### src/rtl/imem_pkg.sv
// Constants and FSM encoding shared by the PC, instruction-memory and decode stages.
package imem_pkg;

  localparam int ADDR_W = 5;
  localparam int DATA_W = 16;
  localparam int DEPTH  = 32;
  localparam logic [DATA_W-1:0] NOP_WORD = 16'h0;

  typedef enum logic {
    EMPTY = 1'b0,
    FULL  = 1'b1
  } state_t;

endpackage

### src/rtl/imem_fetch_responder_if.sv
// Fetch request, instruction response and program-load bundle between PC, imem and decode.
interface imem_fetch_responder_if #(
  parameter int ADDR_W = imem_pkg::ADDR_W,
  parameter int DATA_W = imem_pkg::DATA_W
) ();

  // Handshakes: a transfer happens on a rising edge where valid and ready are both 1.
  // Once raised, valid and its payload stay stable until that transfer; ready may
  // depend combinationally on the other side's ready but never on its own valid.
  logic              fetch_valid;
  logic [ADDR_W-1:0] fetch_addr;
  logic              fetch_ready;

  logic              instr_valid;
  logic [DATA_W-1:0] instr;
  logic [ADDR_W-1:0] instr_addr;
  logic              instr_err;
  logic              instr_ready;

  logic              load_en;
  logic [ADDR_W-1:0] load_addr;
  logic [DATA_W-1:0] load_data;

  modport responder (
    input  fetch_valid, fetch_addr, instr_ready, load_en, load_addr, load_data,
    output fetch_ready, instr_valid, instr, instr_addr, instr_err
  );

  modport requester (
    output fetch_valid, fetch_addr, instr_ready, load_en, load_addr, load_data,
    input  fetch_ready, instr_valid, instr, instr_addr, instr_err
  );

endinterface

### src/rtl/imem_array.sv
// DEPTH x DATA_W program storage: one write port, one combinational read port,
// write-first bypass. Out-of-range writes are dropped; out-of-range reads return 0.
module imem_array #(
  parameter int ADDR_W = imem_pkg::ADDR_W,
  parameter int DATA_W = imem_pkg::DATA_W,
  parameter int DEPTH  = imem_pkg::DEPTH
) (
  input  logic              clk,
  input  logic              we,
  input  logic [ADDR_W-1:0] waddr,
  input  logic [DATA_W-1:0] wdata,
  input  logic [ADDR_W-1:0] raddr,
  output logic [DATA_W-1:0] rdata
);

  localparam int IDX_W = (DEPTH > 1) ? $clog2(DEPTH) : 1;
  localparam logic [ADDR_W:0] DEPTH_L = (ADDR_W + 1)'(DEPTH);

  logic [DATA_W-1:0] mem [DEPTH];
  logic              wr_ok;
  logic              rd_ok;

  assign wr_ok = we && ({1'b0, waddr} < DEPTH_L);
  assign rd_ok = {1'b0, raddr} < DEPTH_L;

  // Contents are deliberately not reset so a loaded program survives rst_n.
  always_ff @(posedge clk) begin
    if (wr_ok) mem[waddr[IDX_W-1:0]] <= wdata;
  end

  always_comb begin
    rdata = '0;
    if (wr_ok && (waddr == raddr)) rdata = wdata;
    else if (rd_ok)                rdata = mem[raddr[IDX_W-1:0]];
  end

endmodule

### src/rtl/imem_fetch_responder.sv
// Instruction-memory responder: one-entry registered response stage in front of imem_array,
// answering PC fetches one cycle later and holding each word until decode accepts it.
module imem_fetch_responder #(
  parameter int ADDR_W = imem_pkg::ADDR_W,
  parameter int DATA_W = imem_pkg::DATA_W,
  parameter int DEPTH  = imem_pkg::DEPTH,
  parameter logic [DATA_W-1:0] NOP_WORD = imem_pkg::NOP_WORD
) (
  input  logic                     clk,
  input  logic                     rst_n,
  imem_fetch_responder_if.responder bus,
  output imem_pkg::state_t         state
);

  import imem_pkg::*;

  localparam logic [ADDR_W:0] DEPTH_L = (ADDR_W + 1)'(DEPTH);

  logic              valid_q;
  logic [DATA_W-1:0] instr_q;
  logic [ADDR_W-1:0] addr_q;
  logic              err_q;

  logic              accept;
  logic              fetch_in_range;
  logic [DATA_W-1:0] rd_data;
  logic [DATA_W-1:0] next_instr;

  imem_array #(
    .ADDR_W (ADDR_W),
    .DATA_W (DATA_W),
    .DEPTH  (DEPTH)
  ) u_array (
    .clk   (clk),
    .we    (bus.load_en),
    .waddr (bus.load_addr),
    .wdata (bus.load_data),
    .raddr (bus.fetch_addr),
    .rdata (rd_data)
  );

  // No bubble: a held response that leaves this cycle frees the slot for the next fetch.
  assign bus.fetch_ready = !valid_q || bus.instr_ready;
  assign accept          = bus.fetch_valid && bus.fetch_ready;
  assign fetch_in_range  = {1'b0, bus.fetch_addr} < DEPTH_L;
  assign next_instr      = fetch_in_range ? rd_data : NOP_WORD;

  always_ff @(posedge clk or negedge rst_n) begin
    if (!rst_n) begin
      state   <= EMPTY;
      valid_q <= 1'b0;
      instr_q <= '0;
      addr_q  <= '0;
      err_q   <= 1'b0;
    end else begin
      // The response register only changes on accept, so a held word ignores later loads.
      if (accept) begin
        instr_q <= next_instr;
        addr_q  <= bus.fetch_addr;
        err_q   <= !fetch_in_range;
      end
      case (state)
        EMPTY: begin
          if (accept) begin
            state   <= FULL;
            valid_q <= 1'b1;
          end
        end
        FULL: begin
          if (bus.instr_ready && !accept) begin
            state   <= EMPTY;
            valid_q <= 1'b0;
          end
        end
        default: begin
          state   <= EMPTY;
          valid_q <= 1'b0;
        end
      endcase
    end
  end

  assign bus.instr_valid = valid_q;
  assign bus.instr       = instr_q;
  assign bus.instr_addr  = addr_q;
  assign bus.instr_err   = err_q;

endmodule

### src/flat_wrapper.sv
// flat-port wrapper written by rule: the top's interface ports become plain ports
module imem_fetch_responder_flat import imem_pkg::*;
#(
  parameter int ADDR_W = imem_pkg::ADDR_W,
  parameter int DATA_W = imem_pkg::DATA_W,
  parameter int DEPTH  = imem_pkg::DEPTH,
  parameter logic [DATA_W-1:0] NOP_WORD = imem_pkg::NOP_WORD
)
  (clk, rst_n, state, bus_fetch_valid, bus_fetch_addr, bus_instr_ready, bus_load_en, bus_load_addr, bus_load_data, bus_fetch_ready, bus_instr_valid, bus_instr, bus_instr_addr, bus_instr_err);
  imem_fetch_responder_if #(.ADDR_W(ADDR_W), .DATA_W(DATA_W)) bus_i ();
  input  logic clk;
  input  logic rst_n;
  output imem_pkg::state_t state;
  input wire logic [$bits(bus_i.fetch_valid)-1:0] bus_fetch_valid;
  input wire logic [$bits(bus_i.fetch_addr)-1:0] bus_fetch_addr;
  input wire logic [$bits(bus_i.instr_ready)-1:0] bus_instr_ready;
  input wire logic [$bits(bus_i.load_en)-1:0] bus_load_en;
  input wire logic [$bits(bus_i.load_addr)-1:0] bus_load_addr;
  input wire logic [$bits(bus_i.load_data)-1:0] bus_load_data;
  output wire logic [$bits(bus_i.fetch_ready)-1:0] bus_fetch_ready;
  output wire logic [$bits(bus_i.instr_valid)-1:0] bus_instr_valid;
  output wire logic [$bits(bus_i.instr)-1:0] bus_instr;
  output wire logic [$bits(bus_i.instr_addr)-1:0] bus_instr_addr;
  output wire logic [$bits(bus_i.instr_err)-1:0] bus_instr_err;
  assign bus_i.fetch_valid = bus_fetch_valid;
  assign bus_i.fetch_addr = bus_fetch_addr;
  assign bus_i.instr_ready = bus_instr_ready;
  assign bus_i.load_en = bus_load_en;
  assign bus_i.load_addr = bus_load_addr;
  assign bus_i.load_data = bus_load_data;
  assign bus_fetch_ready = bus_i.fetch_ready;
  assign bus_instr_valid = bus_i.instr_valid;
  assign bus_instr = bus_i.instr;
  assign bus_instr_addr = bus_i.instr_addr;
  assign bus_instr_err = bus_i.instr_err;
  imem_fetch_responder #(.ADDR_W(ADDR_W), .DATA_W(DATA_W), .DEPTH(DEPTH), .NOP_WORD(NOP_WORD)) u_core (.clk(clk), .rst_n(rst_n), .bus(bus_i), .state(state));
endmodule
### config.mk
export PLATFORM = sky130hd
export DESIGN_NAME = imem_fetch_responder_flat
export DESIGN_NICKNAME = d
export VERILOG_FILES = /design/src/rtl/imem_pkg.sv /design/src/rtl/imem_fetch_responder_if.sv /design/src/rtl/imem_array.sv /design/src/rtl/imem_fetch_responder.sv /design/src/flat_wrapper.sv
export SDC_FILE = /design/constraint.sdc
export NUM_CORES = 1
export LEC_CHECK = 0
export BUFFER_PORTS_ARGS = -buffer_cell sky130_fd_sc_hd__buf_2
export CORE_MARGIN = 5
export CORE_UTILIZATION = 61
export CTS_CLUSTER_SIZE = 25
export DETAILED_ROUTE_END_ITERATION = 16
export GPL_ROUTABILITY_DRIVEN = 1
export HOLD_SLACK_MARGIN = 0.06
export PLACE_DENSITY = 0.89
export SETUP_SLACK_MARGIN = 0.05
export SYNTH_ARGS = -nofsm -noshare
export SYNTH_HDL_FRONTEND = slang
export SYNTH_HIERARCHICAL = 1
export SYNTH_SLANG_ARGS = --single-unit
### constraint.sdc
create_clock -name clk -period 3.58 [get_ports clk]
set_input_delay 0.358 -clock clk [delete_from_list [all_inputs] [get_ports clk]]
set_output_delay 0.358 -clock clk [all_outputs]
set_load 0.05 [all_outputs]
# Word level (Yosys, flattened, before mapping)
# Memory sizes are Yosys's and may differ from the RTL's. A register that Yosys moved wholly into a read port is not among the register bits.
# Index checks and enable logic that the tools add are counted.
# op_classes
n_bitwise	1
n_mux	8
n_reduce_logical	7
n_eq_ne	2
# op_table
cell	count
1-bit 2-to-1 mux	6
1-bit case mux with 2 select lines	2
1-bit zero test	3
1-bit logical AND	2
2-bit by 1-bit != test with 1-bit output (second input constant)	1
2-bit != test (second input constant)	1
2-bit AND reduction	1
1-bit logical OR	1
1-bit NOT	1
# totals
regBits	7
memories	1
mem_bits_rw	512
wordCells	22
# memory_table
name	depth	width	read_ports	rd_ports_with_merged_regs	wr	line	rtl
u_core.u_array.mem	32	16	1	1	1	imem_array.sv:19	logic [DATA_W-1:0] mem [DEPTH];

# Depth between registers and ports, before layout
# logic_depth
word_depth	7
mapped_depth	11
depth_no_buf	5

# By module
# The synthesis kept the hierarchy.
# by_module_without_submodules
module	area_per_inst_um2	cells_per_inst	instances	seq_area_each_um2
imem_array	20497.2	1007	1	15374.7
imem_fetch_responder	965.9	55	1	575.6

# Least setup slack after synthesis
# No wires, ideal clock.
# synth_timing
path_type	input to register
from	in bus_fetch_addr[1]
to	reg u_core.instr_q[13], in the netlist u_core/bus.instr[13] (read register of u_core.u_array.mem)
n_path_buf	2
required_ns	3.455
setup_slack_ns	1.330
cell_stages	7
arrival_ns	2.125
cell_sequence	buf_2 > clkbuf_1 > mux4_2 > mux2_2 > a221oi_1 > o41ai_2 > mux2_4
# synth_rtl
item	line	rtl
from (decl)	flat_wrapper.sv:15	input wire logic [$bits(bus_i.fetch_addr)-1:0] bus_fetch_addr;
to (decl)	imem_fetch_responder.sv:20	logic [DATA_W-1:0] instr_q;

==> run summary <==
post-layout util: 0.695
Pwr Density: 561 nW/um^2
CTS sink count: 535
row cnt: 68
Max Root-Sink Buffers: 3
HP Class: in2reg
htree depth: 2
Synth Warn #: 6
CTS tree: done
critical path capture point type: flop
Seq/Total Area, Yosys: 0.743
CP Class: in2reg
chip width: 198 um
die span in y: 198 um
Critical Path Start Type: primary input
status: finished, final reports clean
vias in the first global route: 12000
first-pass GRT wire length: 80200 um
fin crit share: 0.781
Placer Congestion: 0.861
Slew Limit Fails: 0
clock slew at reported path FFs: 0.07 ns
Post-Syn Area: 21500 sq um
Die Footprint: 39000 sq um
Slew @ Worst Pin: 0.990 ns
Initial DRT Pass Iterations: 8
DR iter-0 viols: 2067
Final Skew: 0.0296 ns
post-synth net total: 1093
Mapped Cells: 1062
dpl cells: 1582
Final Hold Fails: 0
worst skew pair latency: 0.57 ns
post-synthesis cell type count: 43
PnR worst setup slack: 0.786 ns
Buffers on Ports: 54
Vias/cell: 7.14
Area Overhead vs Synth: 12.1%
I/O pin count: 56
DRC violations left: 0
Setup WS pre-CTS: 0.478 ns
WP data arrival: 3.25 ns
total of max-cap violations: 0
FMAX: 358 MHz
Initial Utilization: 0.620
Final setup violation count: 0
Yosys reg bits: 535
Post-CTS Resized: 0
CTS root buffer: clkbuf_16
total gr overflow: 0
RSZ-0062 raised after global routing: no
final wirelength: 54600 um
Slew HR: 0.338
VDD IR max: 0.000535 V
vias post-DR: 12000
CP required: 4.04 ns
floorplan core area: 34600 sq um
Num CTS Buffers: 50
Static Leak: 8.10 nW
fin crit period: 2.79 ns
hold buffers post-CTS: 2
drt wl/cell: 32.5 um
dpl hpwl: 29500 um
initial antenna violation count: 0
Post-Layout Cell Count: 1679
antenna-violating nets left: 0
Total Power: 13.5 mW
Nets: 1212
layout cells sized above 1: 0.287
Fin Setup TNS: 0 ns
CP Max Fanout: 45
synthesized area per cell: 20.2 sq um
largest net degree at the start of global routing: 47
Tot GR Track Use: 0.281
Setup Buffers After CTS: 0
[through the flow]
step                      area (sq um)  hold slack, ns
final                            24100           0.144
after global routing             24100           0.134
after CTS                        24100           0.119
after detailed placement         22400           0.393
after global placement           22400           0.384
after floorplan                  21500          0.0624
[per-layer routing]
layer | share of wire | vias to the layer above | track usage
li1 | - | 4619 | -
met4 | 0.051 | 0 | 0.110
met5 | 0 | - | 0
met3 | 0.13 | 213 | 0.0571
met2 | 0.48 | 1135 | 0.443
met1 | 0.35 | 6018 | 0.396
[flip-flops by register name, summed over array words and instances (netlist names)]
| register | cells |
|---|---|
| u_core/bus.instr | 16 |
| u_core/state | 1 |
| u_core/u_array/mem | 512 |
| u_core/bus.instr_valid | 1 |
| u_core/bus.instr_addr | 5 |
[where the power goes]
group	internal [mW]	switching [mW]
clock	2.92	2.27
combinational	0.406	0.813
sequential	6.99	0.0891
[worst max-delay path: stages]
cell	delay, ns
buf_4	0.54
nor2b_1	0.67
a221oi_1	0.27
a221oi_1	0.85
o41ai_2	0.21
mux2_4	0.30
[cell usage in the layout, fill, tap and decap left out, types with 9 or more instances in the layout]
master,netlist,final
clkbuf_1,20,17
clkbuf_16,0,51
mux2_2,18,18
a221oi_1,11,11
mux2i_1,96,96
nand3_1,18,18
mux2_4,19,19
a21oi_1,14,14
dfrtp_1,23,23
buf_4,6,78
nor2_1,49,49
nor2b_1,16,16
a211oi_1,31,31
nor4_1,15,15
a2bb2oi_1,12,12
a221oi_2,9,9
buf_2,21,51
o22ai_1,15,15
mux4_2,80,80
edfxtp_1,512,512
o41ai_2,16,16
[final timing paths]
path,startpoint,end,slack (ns),cells after the start
setup / recovery,bus_fetch_addr[1],u_core/bus.instr[13],0.79,6
hold / removal,bus_fetch_valid,u_core/bus.instr_valid,0.14,3
setup reg to reg,u_core/u_array/mem[12][13],u_core/bus.instr[13],0.98,5
hold reg to reg,u_core/bus.instr_addr[2],u_core/bus.instr_addr[2],0.52,1
max in group asynchronous,rst_n,u_core/bus.instr_addr[2],2.81,2
min in group asynchronous,rst_n,u_core/bus.instr_valid,0.34,2
[final cells by class]
cell class | count | area [sq um]
Multi-Input combinational cell | 456 | 4990
Fill cell | 1886 | 10600
Clock inverter | 23 | 211
Clock buffer | 71 | 1380
Timing Repair Buffer | 135 | 936
Tap cell | 455 | 569
Antenna cell | 1 | 2.50
Sequential cell | 535 | 16000
Inverter | 3 | 11.3
[synthesized netlist by cell type, drive strengths merged]
master,count,area (sq um)
a31oi,1,6.26
or3,1,6.26
nor2,49,184
edfxtp,512,15400
a21oi,14,70.1
o41ai,16,260
a211oi,31,233
o22ai,15,93.8
mux2,37,488
nand2,4,22.5
buf,48,435
dfrtp,23,576
nand3b,5,37.5
mux4,80,1800
o21ai,1,5.00
or3b,3,26.3
nor4,16,115
and2b,2,15.0
xnor2,1,8.76
a2bb2oi,12,105
nand2b,7,51.3
conb,1,3.75
nor2b,16,100
or2,1,6.26
and2,3,18.8
a22oi,2,15.0
inv,3,11.3
nand3,18,90.1
mux2i,96,961
a221oi,20,231
xor2,4,35.0
clkbuf,20,75.1
[logic make-up (layout without fill, tap and decap cells)]
kind of cell    after synthesis  after routing  synth area share
mux                         213            213             0.151
simple gates                125            125            0.0314
xor+xnor                      5              5           0.00204
compound gates              112            112            0.0475
other cells                   1              2          0.000175
buf+inv                      71            232            0.0243
flops                       535            535             0.743
Power figures use the tool's default switching activity.
